$ cat src/rtl/retro_pkg.sv
// retro_pkg: shared board constants and the reset sequencer state type.
package retro_pkg;
  localparam int CLK_HZ = 25_000_000;
  typedef enum logic [1:0] {HOLD, RUN, PRESSED} rst_state_t;
endpackage

$ cat src/rtl/button_debounce.sv
// button_debounce: 2-flop synchroniser plus stability counter for an active-low push-button.
module button_debounce #(
  parameter int DEBOUNCE_CYCLES = 250_000
) (
  input  logic clk_25mhz,
  input  logic rst_n,
  input  logic raw_n,
  output logic pressed
);
  localparam int CW = $clog2(DEBOUNCE_CYCLES + 1);
  logic [1:0] sync;
  logic [CW-1:0] cnt;
  logic btn_sync;
  assign btn_sync = ~sync[1];
  always_ff @(posedge clk_25mhz or negedge rst_n)
    if (!rst_n) begin
      sync <= 2'b11;
      cnt <= '0;
      pressed <= 1'b0;
    end else begin
      sync <= {sync[0], raw_n};
      if (btn_sync == pressed) cnt <= '0;
      else if (cnt == CW'(DEBOUNCE_CYCLES - 1)) begin
        pressed <= ~pressed;
        cnt <= '0;
      end else cnt <= cnt + CW'(1);
    end
endmodule

$ cat src/rtl/reset_sequencer.sv
// reset_sequencer: turns power-on reset and a debounced push-button into a clean system reset
// with minimum hold time, a release strobe and a saturating press counter.
module reset_sequencer
  import retro_pkg::*;
#(
  parameter int DEBOUNCE_CYCLES = CLK_HZ / 100,
  parameter int HOLD_CYCLES = CLK_HZ / 10_000
) (
  input  logic       clk_25mhz,
  input  logic       rst_n,
  input  logic       reset_button_n,
  output logic       rst,
  output logic       rst_release,
  output logic       button_pressed,
  output logic [7:0] reset_count
);
  localparam int HW = $clog2(HOLD_CYCLES);
  rst_state_t state;
  logic [HW-1:0] hold_cnt;
  button_debounce #(.DEBOUNCE_CYCLES(DEBOUNCE_CYCLES)) u_debounce (
    .clk_25mhz(clk_25mhz),
    .rst_n(rst_n),
    .raw_n(reset_button_n),
    .pressed(button_pressed)
  );
  always_ff @(posedge clk_25mhz or negedge rst_n)
    if (!rst_n) begin
      state <= HOLD;
      hold_cnt <= '0;
      rst <= 1'b1;
      rst_release <= 1'b0;
      reset_count <= 8'd0;
    end else begin
      rst_release <= 1'b0;
      case (state)
        HOLD:
          if (button_pressed) begin
            state <= PRESSED;
            hold_cnt <= '0;
          end else if (hold_cnt == HW'(HOLD_CYCLES - 1)) begin
            state <= RUN;
            rst <= 1'b0;
            rst_release <= 1'b1;
          end else hold_cnt <= hold_cnt + HW'(1);
        RUN:
          if (button_pressed) begin
            state <= PRESSED;
            rst <= 1'b1;
            hold_cnt <= '0;
            if (reset_count != 8'hff) reset_count <= reset_count + 8'd1;
          end
        PRESSED:
          // The release cycle already counts as the first hold cycle.
          if (!button_pressed) begin
            state <= HOLD;
            hold_cnt <= HW'(1);
          end else hold_cnt <= '0;
        default: state <= HOLD;
      endcase
    end
endmodule

$ cat config.mk
export PLATFORM = sky130hd
export DESIGN_NAME = reset_sequencer
export DESIGN_NICKNAME = d
export VERILOG_FILES = /design/src/rtl/retro_pkg.sv /design/src/rtl/button_debounce.sv /design/src/rtl/reset_sequencer.sv
export SDC_FILE = /design/constraint.sdc
export NUM_CORES = 1
export LEC_CHECK = 0
export ABC_AREA = 1
export ABC_CLOCK_PERIOD_IN_PS = 1450
export CORE_AREA = 4 4 97 72
export DETAILED_ROUTE_END_ITERATION = 8
export DIE_AREA = 0 0 101 76
export PLACE_DENSITY = 0.73
export SLEW_MARGIN = 40
export SYNTH_ARGS = -nofsm -noshare
export SYNTH_HDL_FRONTEND = slang
export SYNTH_SLANG_ARGS = --single-unit
$ cat constraint.sdc
create_clock -name clk_25mhz -period 1.45 [get_ports clk_25mhz]
set_clock_uncertainty 0.05 [all_clocks]
set_input_delay 0.29 -clock clk_25mhz [delete_from_list [all_inputs] [get_ports clk_25mhz]]
set_output_delay 0.29 -clock clk_25mhz [all_outputs]
set_load 0.03 [all_outputs]
==> results.txt <==
The net switching power is 0.508 mW, and the worst-case headroom to the max-slew limit is 73.7%. The sum of negative setup slack was -1110 ps; the arrival time of data at the critical path endpoint was 1720 ps. Nature of the critical path startpoint: a flip-flop. In this run the worst hold path is classified as reg -> reg. For the number of iterations in the first detailed-routing pass, the log shows 5. The critical path contains buffers and inverters numbering 5 combined. The top cell family by delay on the critical path was buffers and inverters. The slew of the pin with the lowest slew margin was 395 ps.

The number of buffers on the longest clock path is 2, and the count of mapped cells out of synthesis is 360. Of the total synthesized cell area, the portion taken by AND, OR, NAND and NOR gates is 37.2%. The logs give 640 MHz for the highest achievable clock rate and 0 for the residual DRC count.

The HPWL after detailed placement is 4880 um. The synthesized netlist devotes 4.69% of its cell area to compound gates. The leakage power is 1.82 nW, and the total of fill cells in the finished design is 492. The repair_antennas step left the layout with diodes totalling 0. The net count of the mapped netlist is 370. The run gives 21 as the total of endpoints with negative setup slack in the final report. For this configuration, the core starts out at a cell density of 43.7%. The switching part of the total is 21.8%. STA puts the critical path data required time at 1610 ps. Global routing finished with a remaining overflow of 0. The placed instances occupy a cell area of 0.00317 mm2. The share of synthesized area in the top cell type comes to 39.8%.

In this run the vertical extent of the chip is 76 um. The average wire per cell in the routed design was 14.3 um; the I/O pin count was 14. The checks that failed: negative setup slack.

Count of clock tree sinks: 45. On the critical path, the stage with the largest delay is an instance of sky130_fd_sc_hd__dfrtp_1. Power spread over the standard cell area amounts to 608 mW/mm2. The number of global-route vias before repair was 2502; the share of the clock period used by the worst path after layout was 108%. Entering global routing, the biggest net connects 19 pins. The width of the chip came out at 101 um. The netlist area before placement is 0.00264 mm2.

Setup repair after global routing could not meet its margin everywhere. The critical path's largest stage delay is 390 ps, and the utilization after layout is 63.5%. The layout cell share with drive strength beyond 1 is 37.5%, and the via count is 2750. For the total track usage, the log shows 18.1%. Multiplexer cells account for 0% of the synthesized area.

The full die area came out at 0.00768 mm2. The worst path needs 1560 ps of the cycle, external delays included. The combinational share of power is 4.3%. The first global-routing pass estimated 11400 um of wire. The run gives 0.00383 mm2 as the post-route cell area.

The detail route stage leaves a number of antenna-violating nets equal to 0. The initial antenna violation count was 0. The tools report the area of the core as 0.00604 mm2. Kind of end point of the critical path: a flip-flop.

Clock latency on the worst-skew pair, taken at its later pin, is 300 ps. Number of buffers added on ports: 13. The area growth from synthesis to layout is 45.2%. The root buffer cell was sky130_fd_sc_hd__clkbuf_8. The run gives 0.430 mV as the worst vdd rail ir drop. The placed cell count was 487. The run gives 0 as the hold violation count in the final report. After the last flow step, the layout net total stands at 452.

Hold timing on the final database bottoms out at a slack of 325 ps. The clock network is responsible for 40.9% of the overall power. The number of buffers added by the clock tree synthesis step came out at 5. The total internal power is 1.82 mW. Across the run, the number of max-cap violations was 0. In this run the worst path has a maximum fanout of 6. Summing the areas of all fa, ha and maj instances in the mapped netlist gives 3.32% of the synthesized area. The critical path goes through inv_2 -> ha_4 -> inv_4 -> nor2_4 -> nor2_4 -> buf_12 -> buf_4 -> nand3_1 -> nand2_1 -> nand2_1 -> inv_1.

Excluding fillers, the count of instances in the completed layout stands at 521. Row generation in the floorplan step produced 24 rows. Post-synthesis cell type count: 27. Summing internal, switching and leakage power gives 2.33 mW.

Summed over all layers, the routed wires come to 7470 um. The run gives 256 as the number of DRC violations after detailed-routing iteration 0. The run gives 54.8% as the relative contribution of sequential cells to total power. Number of synthesized register bits: 45.

The synthesized area per cell was 7.33 um2; the per-cell via count in the routed design was 5.28. During synthesis, Yosys emitted a total of 0 warnings. Routability-driven placement finished with a final weighted congestion of 0.904. The clock tree synthesis step divided the H-tree into 2 levels.

Of all cell types, the one taking the most synthesized area is sky130_fd_sc_hd__dfrtp_1. The largest family of logic cells by synthesized area was simple AND/OR/NAND/NOR gates. The startpoint-to-endpoint class of the critical path is reg -> reg. The worst setup margin is -113 ps.

The run finished, with violations left. The synthesized netlist devotes 3.65% of its cell area to XOR and XNOR gates. TritonCTS built the clock tree. After clock tree synthesis, the clock-pin slew on the worst setup and hold paths is 90 ps. The share of the Yosys chip area taken by registers is 42.8%. The max-slew violation count was 0.

Yosys attributes the largest share of cell area to sky130_fd_sc_hd__dfrtp_1 (40%), sky130_fd_sc_hd__nand2_1 (13%), sky130_fd_sc_hd__nor2_1 (7.7%), sky130_fd_sc_hd__inv_1 (7.3%), sky130_fd_sc_hd__nand3_1 (5.9%). OpenSTA, run right after detailed placement, puts the worst setup slack at -106 ps.
[power groups by stage]
stage | Clock, mW | Sequential, mW | Combinational (mW)
final | 0.953 | 1.28 | 0.101
after global routing | 1.02 | 1.28 | 0.113
after CTS | 0.968 | 1.27 | 0.0819
after detailed placement | 0 | 1.30 | 0.0766
after global placement | 0 | 1.30 | 0.0742
after floorplan | 0 | 1.30 | 0.0189
[logic make-up (layout without fill, tap and decap cells)]
| kind of cell | after synthesis | count (layout) |
|---|---|---|
| AO/OA/AOI/OAI | 22 | 22 |
| XOR/XNOR | 11 | 11 |
| adder cells (fa/ha/maj) | 7 | 7 |
| buffers and inverters | 55 | 136 |
| flip-flops | 45 | 45 |
| AND/OR/NAND/NOR | 220 | 222 |
[Yosys cell counts]
library cell	instances
sky130_fd_sc_hd__nand2_1	94
sky130_fd_sc_hd__nor2_1	54
sky130_fd_sc_hd__inv_1	51
sky130_fd_sc_hd__dfrtp_1	42
sky130_fd_sc_hd__nand3_1	31
sky130_fd_sc_hd__nand4_1	15
sky130_fd_sc_hd__o21ai_0	10
sky130_fd_sc_hd__nor3_1	9
sky130_fd_sc_hd__xor2_1	8
sky130_fd_sc_hd__ha_1	7
sky130_fd_sc_hd__nor2_2	5
sky130_fd_sc_hd__a21oi_1	4
sky130_fd_sc_hd__o21ai_1	4
sky130_fd_sc_hd__dfstp_2	3
sky130_fd_sc_hd__nand2_2	3
sky130_fd_sc_hd__nor3b_1	3
sky130_fd_sc_hd__o21ai_2	3
sky130_fd_sc_hd__xnor2_1	3
sky130_fd_sc_hd__inv_2	2
sky130_fd_sc_hd__nor4_1	2
sky130_fd_sc_hd__and2_1	1
sky130_fd_sc_hd__buf_4	1
sky130_fd_sc_hd__buf_8	1
sky130_fd_sc_hd__nand2_4	1
sky130_fd_sc_hd__nand3_4	1
sky130_fd_sc_hd__nor2_4	1
sky130_fd_sc_hd__o21bai_1	1
[state kept, by name, indices dropped and copies added, names as in the netlist]
name and count:
rst_release 1, rst 1, u_debounce.pressed 1, reset_count 8
hold_cnt 12, u_debounce.cnt 18, u_debounce.sync 2, state 2
[what timing repair did]
| action | in CTS | in global routing |
|---|---|---|
| endpoints found under the setup margin | 33 | 41 |
| resized for setup | 42 | 74 |
| hold buffers | 1 | 0 |
| pin swaps | 8 | 27 |
| hold endpoints to repair | 9 | 0 |
| buffers inserted | 7 | 16 |
| cloned | 1 | 1 |
[cell usage in the layout, fill, tap and decap left out, drive strengths merged]
master         Yosys  final
a21oi              4      4
and2               1      1
buf                2     65
bufinv             0      1
clkbuf             0      9
clkdlybuf4s15      0      1
clkdlybuf4s50      0      1
clkinv             0      1
dfrtp             42     42
dfstp              3      3
dlygate4sd2        0      4
dlygate4sd3        0      1
ha                 7      7
inv               53     53
nand2             98    100
nand3             32     32
nand4             15     15
nor2              60     60
nor3               9      9
nor3b              3      3
nor4               2      2
o21ai             17     17
o21bai             1      1
xnor2              3      3
xor2               8      8
[metal layers]
layer | track usage (%) | vias up | part of all wire (%)
met3 | 3.93 | 15 | 6.6
li1 | - | 1315 | -
met5 | 0 | - | 0
met1 | 25.6 | 1311 | 44
met4 | 4.91 | 0 | 1.1
met2 | 28.1 | 109 | 48
[final cells by class]
type	instances	area (um2)	area share (%)
multi-input combinational	262	1630	42.4
clock buffer	6	72.6	1.89
tap	78	97.6	2.55
sequential	45	1140	29.6
inverter	53	211	5.52
timing repair buffer	75	654	17.1
clock inverter	2	35.0	0.914
[worst paths after layout]
check | start | endpoint | slack [ps] | cells past startpoint
min in group asynchronous | rst_n | rst_release | 390 | 2
worst min-delay path | u_debounce.sync[0] | u_debounce.sync[1] | 320 | 0
worst min register to register | u_debounce.sync[0] | u_debounce.sync[1] | 320 | 0
worst max-delay path | state[1] | hold_cnt[10] | -110 | 11
worst max register to register | state[1] | hold_cnt[10] | -110 | 11
max in group asynchronous | rst_n | reset_count[2] | 480 | 3
(Power assumes the default switching activity.)
